$ cat src/rtl/hs_ram_arbiter_if.sv
`default_nettype none
// ============================================================================
// Module   : hs_ram_arbiter_if
// Purpose  : Work-RAM sharing bus between CPU, hiscore engine and RAM port.
// Revision : 1.0 - initial release
// ============================================================================
interface hs_ram_arbiter_if #(
  parameter int AW = 16
);
  logic          pause_in;
  logic          cpu_cs;
  logic [AW-1:0] cpu_addr;
  logic [7:0]    cpu_dout;
  logic          cpu_we;
  logic          hs_req;
  logic [AW-1:0] hs_addr;
  logic [7:0]    hs_dout;
  logic          hs_we;
  logic          hs_grant;
  logic          cpu_pause;
  logic [AW-1:0] ram_addr;
  logic [7:0]    ram_din;
  logic          ram_we;
  logic          timeout_flg;

  modport master (
    output pause_in, cpu_cs, cpu_addr, cpu_dout, cpu_we,
    output hs_req, hs_addr, hs_dout, hs_we,
    input  hs_grant, cpu_pause, ram_addr, ram_din, ram_we, timeout_flg
  );

  modport slave (
    input  pause_in, cpu_cs, cpu_addr, cpu_dout, cpu_we,
    input  hs_req, hs_addr, hs_dout, hs_we,
    output hs_grant, cpu_pause, ram_addr, ram_din, ram_we, timeout_flg
  );
endinterface
`default_nettype wire

$ cat src/rtl/hs_ram_arbiter.sv
`default_nettype none
// ============================================================================
// Module   : hs_ram_arbiter
// Purpose  : Pauses the CPU, waits for a quiet bus, then lends the work-RAM
//            port to the hiscore engine; hands it back after a short hold-off.
// Revision : 1.0 - initial release
// ============================================================================
module hs_ram_arbiter #(
  parameter int AW      = 16,
  parameter int SETTLE  = 4,
  parameter int HOLD    = 2,
  parameter int TIMEOUT = 255
) (
  input  wire              clk_sys,
  input  wire              reset_n,
  hs_ram_arbiter_if.slave  bus
);

  typedef enum logic [1:0] {
    ST_IDLE    = 2'd0,
    ST_DRAIN   = 2'd1,
    ST_GRANT   = 2'd2,
    ST_RELEASE = 2'd3
  } state_t;

  localparam logic [3:0] c_settle_last  = 4'(SETTLE - 1);
  localparam logic [3:0] c_hold_last    = 4'(HOLD - 1);
  localparam logic [7:0] c_timeout_last = 8'(TIMEOUT - 1);

  state_t     r_state, w_state_nxt;
  logic [3:0] r_idle_cnt, w_idle_nxt;
  logic [7:0] r_to_cnt, w_to_nxt;
  logic       r_hs_grant, r_arb_pause, r_sel_hs, r_timeout_flg;
  logic       w_tflag_nxt;
  logic [AW-1:0] w_ram_addr;

  always_ff @(posedge clk_sys or negedge reset_n) begin
    if (!reset_n) begin
      r_state       <= ST_IDLE;
      r_idle_cnt    <= 4'd0;
      r_to_cnt      <= 8'd0;
      r_hs_grant    <= 1'b0;
      r_arb_pause   <= 1'b0;
      r_sel_hs      <= 1'b0;
      r_timeout_flg <= 1'b0;
    end else begin
      r_state       <= w_state_nxt;
      r_idle_cnt    <= w_idle_nxt;
      r_to_cnt      <= w_to_nxt;
      r_hs_grant    <= (w_state_nxt == ST_GRANT);
      r_arb_pause   <= (w_state_nxt != ST_IDLE);
      r_sel_hs      <= (w_state_nxt == ST_GRANT) || (w_state_nxt == ST_RELEASE);
      r_timeout_flg <= w_tflag_nxt;
    end
  end

  // idle_cnt doubles as the hold-off counter while in RELEASE.
  always_comb begin
    w_state_nxt = r_state;
    w_idle_nxt  = r_idle_cnt;
    w_to_nxt    = r_to_cnt;
    w_tflag_nxt = r_timeout_flg;
    case (r_state)
      ST_IDLE: begin
        if (bus.hs_req) begin
          w_state_nxt = ST_DRAIN;
          w_idle_nxt  = 4'd0;
          w_to_nxt    = 8'd0;
        end
      end
      ST_DRAIN: begin
        if (bus.cpu_cs)
          w_idle_nxt = 4'd0;
        else if (r_idle_cnt != 4'hF)
          w_idle_nxt = r_idle_cnt + 4'd1;
        if (r_to_cnt != 8'hFF)
          w_to_nxt = r_to_cnt + 8'd1;
        if (!bus.hs_req) begin
          w_state_nxt = ST_RELEASE;
          w_idle_nxt  = 4'd0;
        end else if (!bus.cpu_cs && (r_idle_cnt == c_settle_last)) begin
          w_state_nxt = ST_GRANT;
        end else if (r_to_cnt == c_timeout_last) begin
          w_state_nxt = ST_GRANT;
          w_tflag_nxt = 1'b1;
        end
      end
      ST_GRANT: begin
        if (!bus.hs_req) begin
          w_state_nxt = ST_RELEASE;
          w_idle_nxt  = 4'd0;
        end
      end
      ST_RELEASE: begin
        if (r_idle_cnt == c_hold_last)
          w_state_nxt = ST_IDLE;
        else if (r_idle_cnt != 4'hF)
          w_idle_nxt = r_idle_cnt + 4'd1;
      end
      default: w_state_nxt = ST_IDLE;
    endcase
  end

  assign w_ram_addr      = r_sel_hs ? bus.hs_addr : bus.cpu_addr;
  assign bus.ram_addr    = w_ram_addr;
  assign bus.ram_din     = r_sel_hs ? bus.hs_dout : bus.cpu_dout;
  // hs_grant is low in RELEASE, which masks late hiscore writes.
  assign bus.ram_we      = r_sel_hs ? (bus.hs_we & r_hs_grant) : bus.cpu_we;
  assign bus.hs_grant    = r_hs_grant;
  assign bus.cpu_pause   = r_arb_pause | bus.pause_in;
  assign bus.timeout_flg = r_timeout_flg;

endmodule
`default_nettype wire
$ cat src/flat_wrapper.sv
// flat-port wrapper written by rule: the top's interface ports become plain ports
module hs_ram_arbiter_flat 
#(
  parameter int AW      = 16,
  parameter int SETTLE  = 4,
  parameter int HOLD    = 2,
  parameter int TIMEOUT = 255
)
  (clk_sys, reset_n, bus_pause_in, bus_cpu_cs, bus_cpu_addr, bus_cpu_dout, bus_cpu_we, bus_hs_req, bus_hs_addr, bus_hs_dout, bus_hs_we, bus_hs_grant, bus_cpu_pause, bus_ram_addr, bus_ram_din, bus_ram_we, bus_timeout_flg);
  hs_ram_arbiter_if #(.AW(AW)) bus_i ();
  input  wire clk_sys;
  input  wire reset_n;
  input wire logic [$bits(bus_i.pause_in)-1:0] bus_pause_in;
  input wire logic [$bits(bus_i.cpu_cs)-1:0] bus_cpu_cs;
  input wire logic [$bits(bus_i.cpu_addr)-1:0] bus_cpu_addr;
  input wire logic [$bits(bus_i.cpu_dout)-1:0] bus_cpu_dout;
  input wire logic [$bits(bus_i.cpu_we)-1:0] bus_cpu_we;
  input wire logic [$bits(bus_i.hs_req)-1:0] bus_hs_req;
  input wire logic [$bits(bus_i.hs_addr)-1:0] bus_hs_addr;
  input wire logic [$bits(bus_i.hs_dout)-1:0] bus_hs_dout;
  input wire logic [$bits(bus_i.hs_we)-1:0] bus_hs_we;
  output wire logic [$bits(bus_i.hs_grant)-1:0] bus_hs_grant;
  output wire logic [$bits(bus_i.cpu_pause)-1:0] bus_cpu_pause;
  output wire logic [$bits(bus_i.ram_addr)-1:0] bus_ram_addr;
  output wire logic [$bits(bus_i.ram_din)-1:0] bus_ram_din;
  output wire logic [$bits(bus_i.ram_we)-1:0] bus_ram_we;
  output wire logic [$bits(bus_i.timeout_flg)-1:0] bus_timeout_flg;
  assign bus_i.pause_in = bus_pause_in;
  assign bus_i.cpu_cs = bus_cpu_cs;
  assign bus_i.cpu_addr = bus_cpu_addr;
  assign bus_i.cpu_dout = bus_cpu_dout;
  assign bus_i.cpu_we = bus_cpu_we;
  assign bus_i.hs_req = bus_hs_req;
  assign bus_i.hs_addr = bus_hs_addr;
  assign bus_i.hs_dout = bus_hs_dout;
  assign bus_i.hs_we = bus_hs_we;
  assign bus_hs_grant = bus_i.hs_grant;
  assign bus_cpu_pause = bus_i.cpu_pause;
  assign bus_ram_addr = bus_i.ram_addr;
  assign bus_ram_din = bus_i.ram_din;
  assign bus_ram_we = bus_i.ram_we;
  assign bus_timeout_flg = bus_i.timeout_flg;
  hs_ram_arbiter #(.AW(AW), .SETTLE(SETTLE), .HOLD(HOLD), .TIMEOUT(TIMEOUT)) u_core (.clk_sys(clk_sys), .reset_n(reset_n), .bus(bus_i));
endmodule
$ cat config.mk
export PLATFORM = sky130hd
export DESIGN_NAME = hs_ram_arbiter_flat
export DESIGN_NICKNAME = d
export VERILOG_FILES = /design/src/rtl/hs_ram_arbiter_if.sv /design/src/rtl/hs_ram_arbiter.sv /design/src/flat_wrapper.sv
export SDC_FILE = /design/constraint.sdc
export NUM_CORES = 1
export LEC_CHECK = 0
export ABC_AREA = 1
export ABC_CLOCK_PERIOD_IN_PS = 1500
export CAP_MARGIN = 20
export CORE_MARGIN = 4
export CORE_UTILIZATION = 35
export CTS_CLUSTER_SIZE = 10
export DETAILED_ROUTE_END_ITERATION = 7
export DONT_BUFFER_PORTS = 1
export HOLD_SLACK_MARGIN = 0.15
export PLACE_DENSITY = 0.56
export SKIP_CTS_REPAIR_TIMING = 1
export SLEW_MARGIN = 5
export SYNTH_ARGS = -nofsm -noshare
export SYNTH_HDL_FRONTEND = slang
export SYNTH_SLANG_ARGS = --single-unit
$ cat constraint.sdc
create_clock -name clk_sys -period 1.5 [get_ports clk_sys]
set_clock_uncertainty 0.15 [all_clocks]
set_input_delay 0.15 -clock clk_sys [delete_from_list [all_inputs] [get_ports clk_sys]]
set_output_delay 0.15 -clock clk_sys [all_outputs]
set_load 0.01 [all_outputs]
; After elaboration in Yosys (flattened, before gate mapping)
; Cells that the tools add are included.
[word_totals]
elab_cells = 55
regBits = 18
input_bits = 55
output_inout_bits = 28
[classes]
mux = 20
addsub = 2
reduce_logical = 9
bitwise = 3
n_eq_ne = 14
[ops]
columns = operator, count
row1 = $mux 4, 6
row2 = $mux 8, 3
row3 = $mux 16, 1
row4 = $pmux 4 s4, 1
row5 = $pmux 8 s2, 1
row6 = $mux 2, 6
row7 = $add 8x1->8 const B, 1
row8 = $eq 2x2->1 const B, 4
row9 = $eq 8x8->1 const B, 1
row10 = $ne 8x8->1 const B, 1
row11 = $pmux 2 s4, 1
row12 = $ne 2x2->1 const B, 3
row13 = $reduce_and 3->1, 2
row14 = $add 4x1->4 const B, 1
row15 = $eq 4x1->1 const B, 1
row16 = $eq 4x2->1 const B, 1
row17 = $ne 4x4->1 const B, 1
row18 = $reduce_and 4->1, 1
row19 = $reduce_bool 2->1, 2
row20 = $eq 2x1->1 const B, 1
row21 = $logic_not 2->1, 1
row22 = $ne 2x1->1 const B, 1
row23 = $and 1x1->1, 1
row24 = $logic_and 1x1->1, 1
row25 = 5 further kinds, 5

; Longest topological paths before layout
[logic_depth]
ltp_word = 7
depth_mapped = 10
mapped_depth_nobuf = 10

; Worst setup path before layout
; No wires, ideal clock.
[synth_path]
path_type = reg-to-reg
from = register u_core.r_idle_cnt[0]
to = register u_core.r_arb_pause
path_buffers = 0
arrival_time_ps = 1115
setup_slack_ps = 99
setup_ps = 136
period_less_slack_ps = 1401
t_required_ps = 1214
stages_incl_launch_ff = 6
path_cell_list = dfrtp_1 > ha_1 > nand3_1 > nand3_1 > a21oi_2 > nand4_1
[synth_between]
elab_chain_cells = 6
[synth_lines]
columns = element, line_no
row1 = start: declaration, hs_ram_arbiter.sv:31  ; logic [3:0] r_idle_cnt, w_idle_nxt;
row2 = start signal: assignment, hs_ram_arbiter.sv:48  ; r_idle_cnt <= w_idle_nxt;
row3 = $eq 4x2->1, hs_ram_arbiter.sv:81  ; end else if (!bus.cpu_cs && (r_idle_cnt == c_settle_last)) begin
row4 = $logic_and 1x1->1, hs_ram_arbiter.sv:81
row5 = $mux 2, hs_ram_arbiter.sv:81
row6 = $mux 2, hs_ram_arbiter.sv:78  ; if (!bus.hs_req) begin
row7 = $pmux 2 s4 *, hs_ram_arbiter.sv:63  ; case (r_state)
row8 = $reduce_bool 2->1 *, hs_ram_arbiter.sv:51  ; r_arb_pause <= (w_state_nxt != ST_IDLE);
row9 = end signal: assignment, hs_ram_arbiter.sv:51
row10 = end: declaration, hs_ram_arbiter.sv:33  ; logic r_hs_grant, r_arb_pause, r_sel_hs, r_timeout_flg;
; Mark *: on every way between the ends. The rest lies on a longest branch, timed or not.
; A chain may end at the register's enable or synchronous reset.

; Worst setup path in the final report
[layout_path]
from = register u_core.r_sel_hs
to = output bus_ram_addr[10]
[layout_between]
elab_chain_cells = 1
[layout_lines]
columns = element, line_no
row1 = start: declaration, hs_ram_arbiter.sv:33
row2 = start signal: assignment, hs_ram_arbiter.sv:52  ; r_sel_hs <= (w_state_nxt == ST_GRANT) || (w_state_nxt == ST_RELEASE);
row3 = $mux 16, hs_ram_arbiter.sv:104  ; assign w_ram_addr = r_sel_hs ? bus.hs_addr : bus.cpu_addr;
row4 = end: declaration, flat_wrapper.sv:24  ; output wire logic [$bits(bus_i.ram_addr)-1:0] bus_ram_addr;
; Every way passes these cells.

==> impl_metrics.tcl <==
set metrics [dict create \
    finalHoldViolCount 6 \
    vias 1215 \
    final_max_slew_viol_count 0 \
    outcome "complete, but fails checks" \
    part_of_the_power_in_the_clock_network_pct 13.4 \
    internal_power_mw 1.634 \
    place.gp.congestion 0.8691 \
    synth_edf_count 0 \
    port_buffers 0 \
    max-clock-path-buffers 2 \
    worstSetupStartpointType "flip-flop" \
    timing_worst_slew_pin_value_ps 882.7 \
    drt-vias-per-instance 5.283 \
    post_layout_nonfiller_instances 230 \
    critPathMaxStageDelay_ps 390 \
    overall_power_after_layout_mw 2.980 \
    antenna_cells 0 \
    seq_area_frac_synth_pct 32.94 \
    synth_top_cell_by_area "dfrtp_1" \
    path_buf_inv 1 \
    route.final.wire_length_um 3571 \
    syn_area_mm2 0.001368 \
    clk_pin_slew_worst_paths_ps 70 \
    postSynth.topFlopCell "dfrtp_1" \
    areaGrowthSynthToFinish_pct 24.89 \
    grt_setup_unrepaired "yes" \
    cts_htree_levels 1 \
    netlist-cell-type-count 32 \
    power-per-cell-area_mw_per_mm2 1745 \
    crit_chain "buf_6 > mux2_2" \
    drive_gt1_share_pct 47.25 \
    tritoncts "done" \
    period_needed_ps 1519 \
    hpwl_um 2807 \
    hold_path.class "in -> reg" \
    fin_nets 242 \
    peakVddDrop_mv 0.7075 \
    grt_pass1_vias 1111 \
    clock_latency_ps 250 \
    async_flop_share_pct 100.0 \
    die_y_um 70.51 \
    first_iter_violations 24 \
    pwr-share-seq_pct 27.4 \
    path_delay_family "multiplexers" \
    ff_latch_count_synth 18 \
    max_clock_freq_ghz 0.6584 \
    drt-wirelength-per-cell_um 15.53 \
    cp.required_ps 1200 \
    min_period_over_period_pct 101.3 \
    ios 83 \
    global_route_wire_length_before_repair_um 5106 \
    combPwrFrac_pct 59.2 \
    violations_in_the_final_reports "hold timing, setup timing" \
    drcViolationCount 0 \
    start_util_pct 36.80 \
    grtUsageTotal_pct 12.79 \
    grt_antenna_before_repair 0 \
    fillers 374 \
    p_sw_mw 1.346 \
    synth.avg_cell_area_um2 8.189 \
    antenna_violating_nets_post_route 0 \
    synth_cells 167 \
    worst_ep_arrival_time_ps 1220 \
    timing.max_slew.rel_slack_pct 40.96 \
    clk_root_buffer_cell "clkbuf_8" \
    numCtsBuffers 3 \
    grt_max_degree 19 \
    netlist_top_cells_area "dfrtp_1 33%, mux2_2 20%, nand2_1 9.6%" \
    yosysTopAreaCellShare_pct 32.94 \
    maxcap_viol_count 0 \
    dieWidth_um 70.51 \
    switching_share_pct 45.17 \
    setup-violations-final 14 \
    power.static_leakage_nw 0.7432 \
    grt-ovfl-total 0 \
    floorplan.die_area_mm2 0.004972 \
    core_mm2 0.003716 \
    place.detailed.instances 220 \
    yosys_warnings 0 \
    count_of_tritonroute_iterations_in_the_first_routing_pass 4 \
    finalWorstSetupSlack_ps -18.85 \
    whs_ps -96.92 \
    clkSinkCount 18 \
    crit_fanout 16 \
    timing.critical_path.slowest_stage_cell "mux2_2" \
    synth.net_count 226 \
    crit_path_end_kind "primary output" \
    rows 22 \
    critical_path_class "reg -> out" \
]
-- synth_stat cells (2+ instances only) --
library cell and number:
inv_1 17, ha_1 4, a21oi_1 2, dfrtp_1 18
xnor2_1 2, nand3_2 2, o21ai_0 8, nand4_1 2
or2_2 2, nand3_1 13, nor3_1 2, nand2_4 2
buf_2 3, nor3b_1 2, mux2_2 24, nor2_1 13
nand2_1 35, nand2_2 2
-- cell families after synthesis --
logic type,Yosys count,share of synthesized area [%]
AOI/OAI and AO/OA,18,8.236
xor gates and xnor gates,3,1.922
adders and majority gates,4,3.660
buffers and inverters,24,7.410
DFF,18,32.94
muxes,24,19.76
and+or+nand+nor,76,26.07
-- cell type report --
| class | count | area (µm²) | share of cell area, % |
|---|---|---|---|
| Clock buffer | 4 | 55.05 | 3.223 |
| Tap cell | 48 | 60.06 | 3.516 |
| Inverter | 21 | 91.34 | 5.348 |
| Multi-Input combinational cell | 125 | 927.1 | 54.29 |
| Sequential cell | 18 | 456.7 | 26.74 |
| Timing Repair Buffer | 14 | 117.6 | 6.886 |
-- path summary, 6_finish.rpt --
| path | cells after the start | slack, ps | endpoint | start |
|---|---|---|---|---|
| min in group asynchronous | 1 | 310 | u_core.r_to_cnt[4] | reset_n |
| max in group asynchronous | 1 | 290 | u_core.r_state[1] | reset_n |
| worst min-delay path | 1 | -100 | u_core.bus.timeout_flg | bus_hs_req |
| worst min register to register | 1 | 390 | u_core.r_to_cnt[0] | u_core.r_to_cnt[0] |
| worst max register to register | 8 | -10 | u_core.r_arb_pause | u_core.r_to_cnt[0] |
| worst max-delay path | 2 | -20 | bus_ram_addr[10] | u_core.r_sel_hs |
-- flip-flops by register name (all words and copies together), names as in the netlist --
signal / flops
u_core.bus.timeout_flg: 1
u_core.r_arb_pause: 1
u_core.r_state: 2
u_core.r_idle_cnt: 4
u_core.r_to_cnt: 8
u_core.bus.hs_grant: 1
u_core.r_sel_hs: 1
-- metrics by stage --
step / cell area (µm²) / util (%) / setup TNS [ps] / worst slack (ps)
floorplan: 1368 / - / 0 / 99.48
global placement: 1473 / 39.63 / 0 / 20.54
detailed placement: 1473 / 39.63 / -211.1 / -58.63
CTS: 1528 / 41.11 / -756.4 / -79.07
global route: 1708 / 45.96 / -1436 / -102.8
finish: 1708 / 45.96 / -142.0 / -18.85
-- power by group through the flow --
stage | logic (mW) | registers (mW) | clock network [mW]
finish | 1.76 | 0.817 | 0.400
global route | 1.93 | 0.841 | 0.439
CTS | 1.52 | 0.781 | 0.411
detailed placement | 1.51 | 0.788 | 0
global placement | 1.48 | 0.778 | 0
floorplan | 1.24 | 0.744 | 0
-- per-layer routing --
layer	part of all wire, %	GRT usage [%]	vias to the layer above
met5	0	0	-
met4	0.84	3.191	0
met3	6.9	2.446	4
met2	53	24.22	57
met1	39	14.52	574
li1	-	-	580
-- cell usage in the layout (no fill, tap or decap), types with 4 or more instances in the layout --
cell type,synthesis,final
nand2_2,2,9
inv_2,1,5
o21ai_1,0,4
nand3_2,2,5
buf_4,0,10
inv_1,17,14
clkbuf_8,0,4
mux2_2,24,23
nand2_1,35,27
nor2_1,13,9
nand3_1,13,10
dfrtp_2,0,5
dfrtp_1,18,13
-- worst reg2reg max path, stage by stage (launching register included) --
cell	delay, ps
dfrtp_2	420
inv_2	40
ha_2	170
inv_2	60
nor2_4	40
nand2_2	90
nand3_2	100
a21oi_4	190
nand4_1	120
No activity file was read; power rests on OpenSTA's default activity.
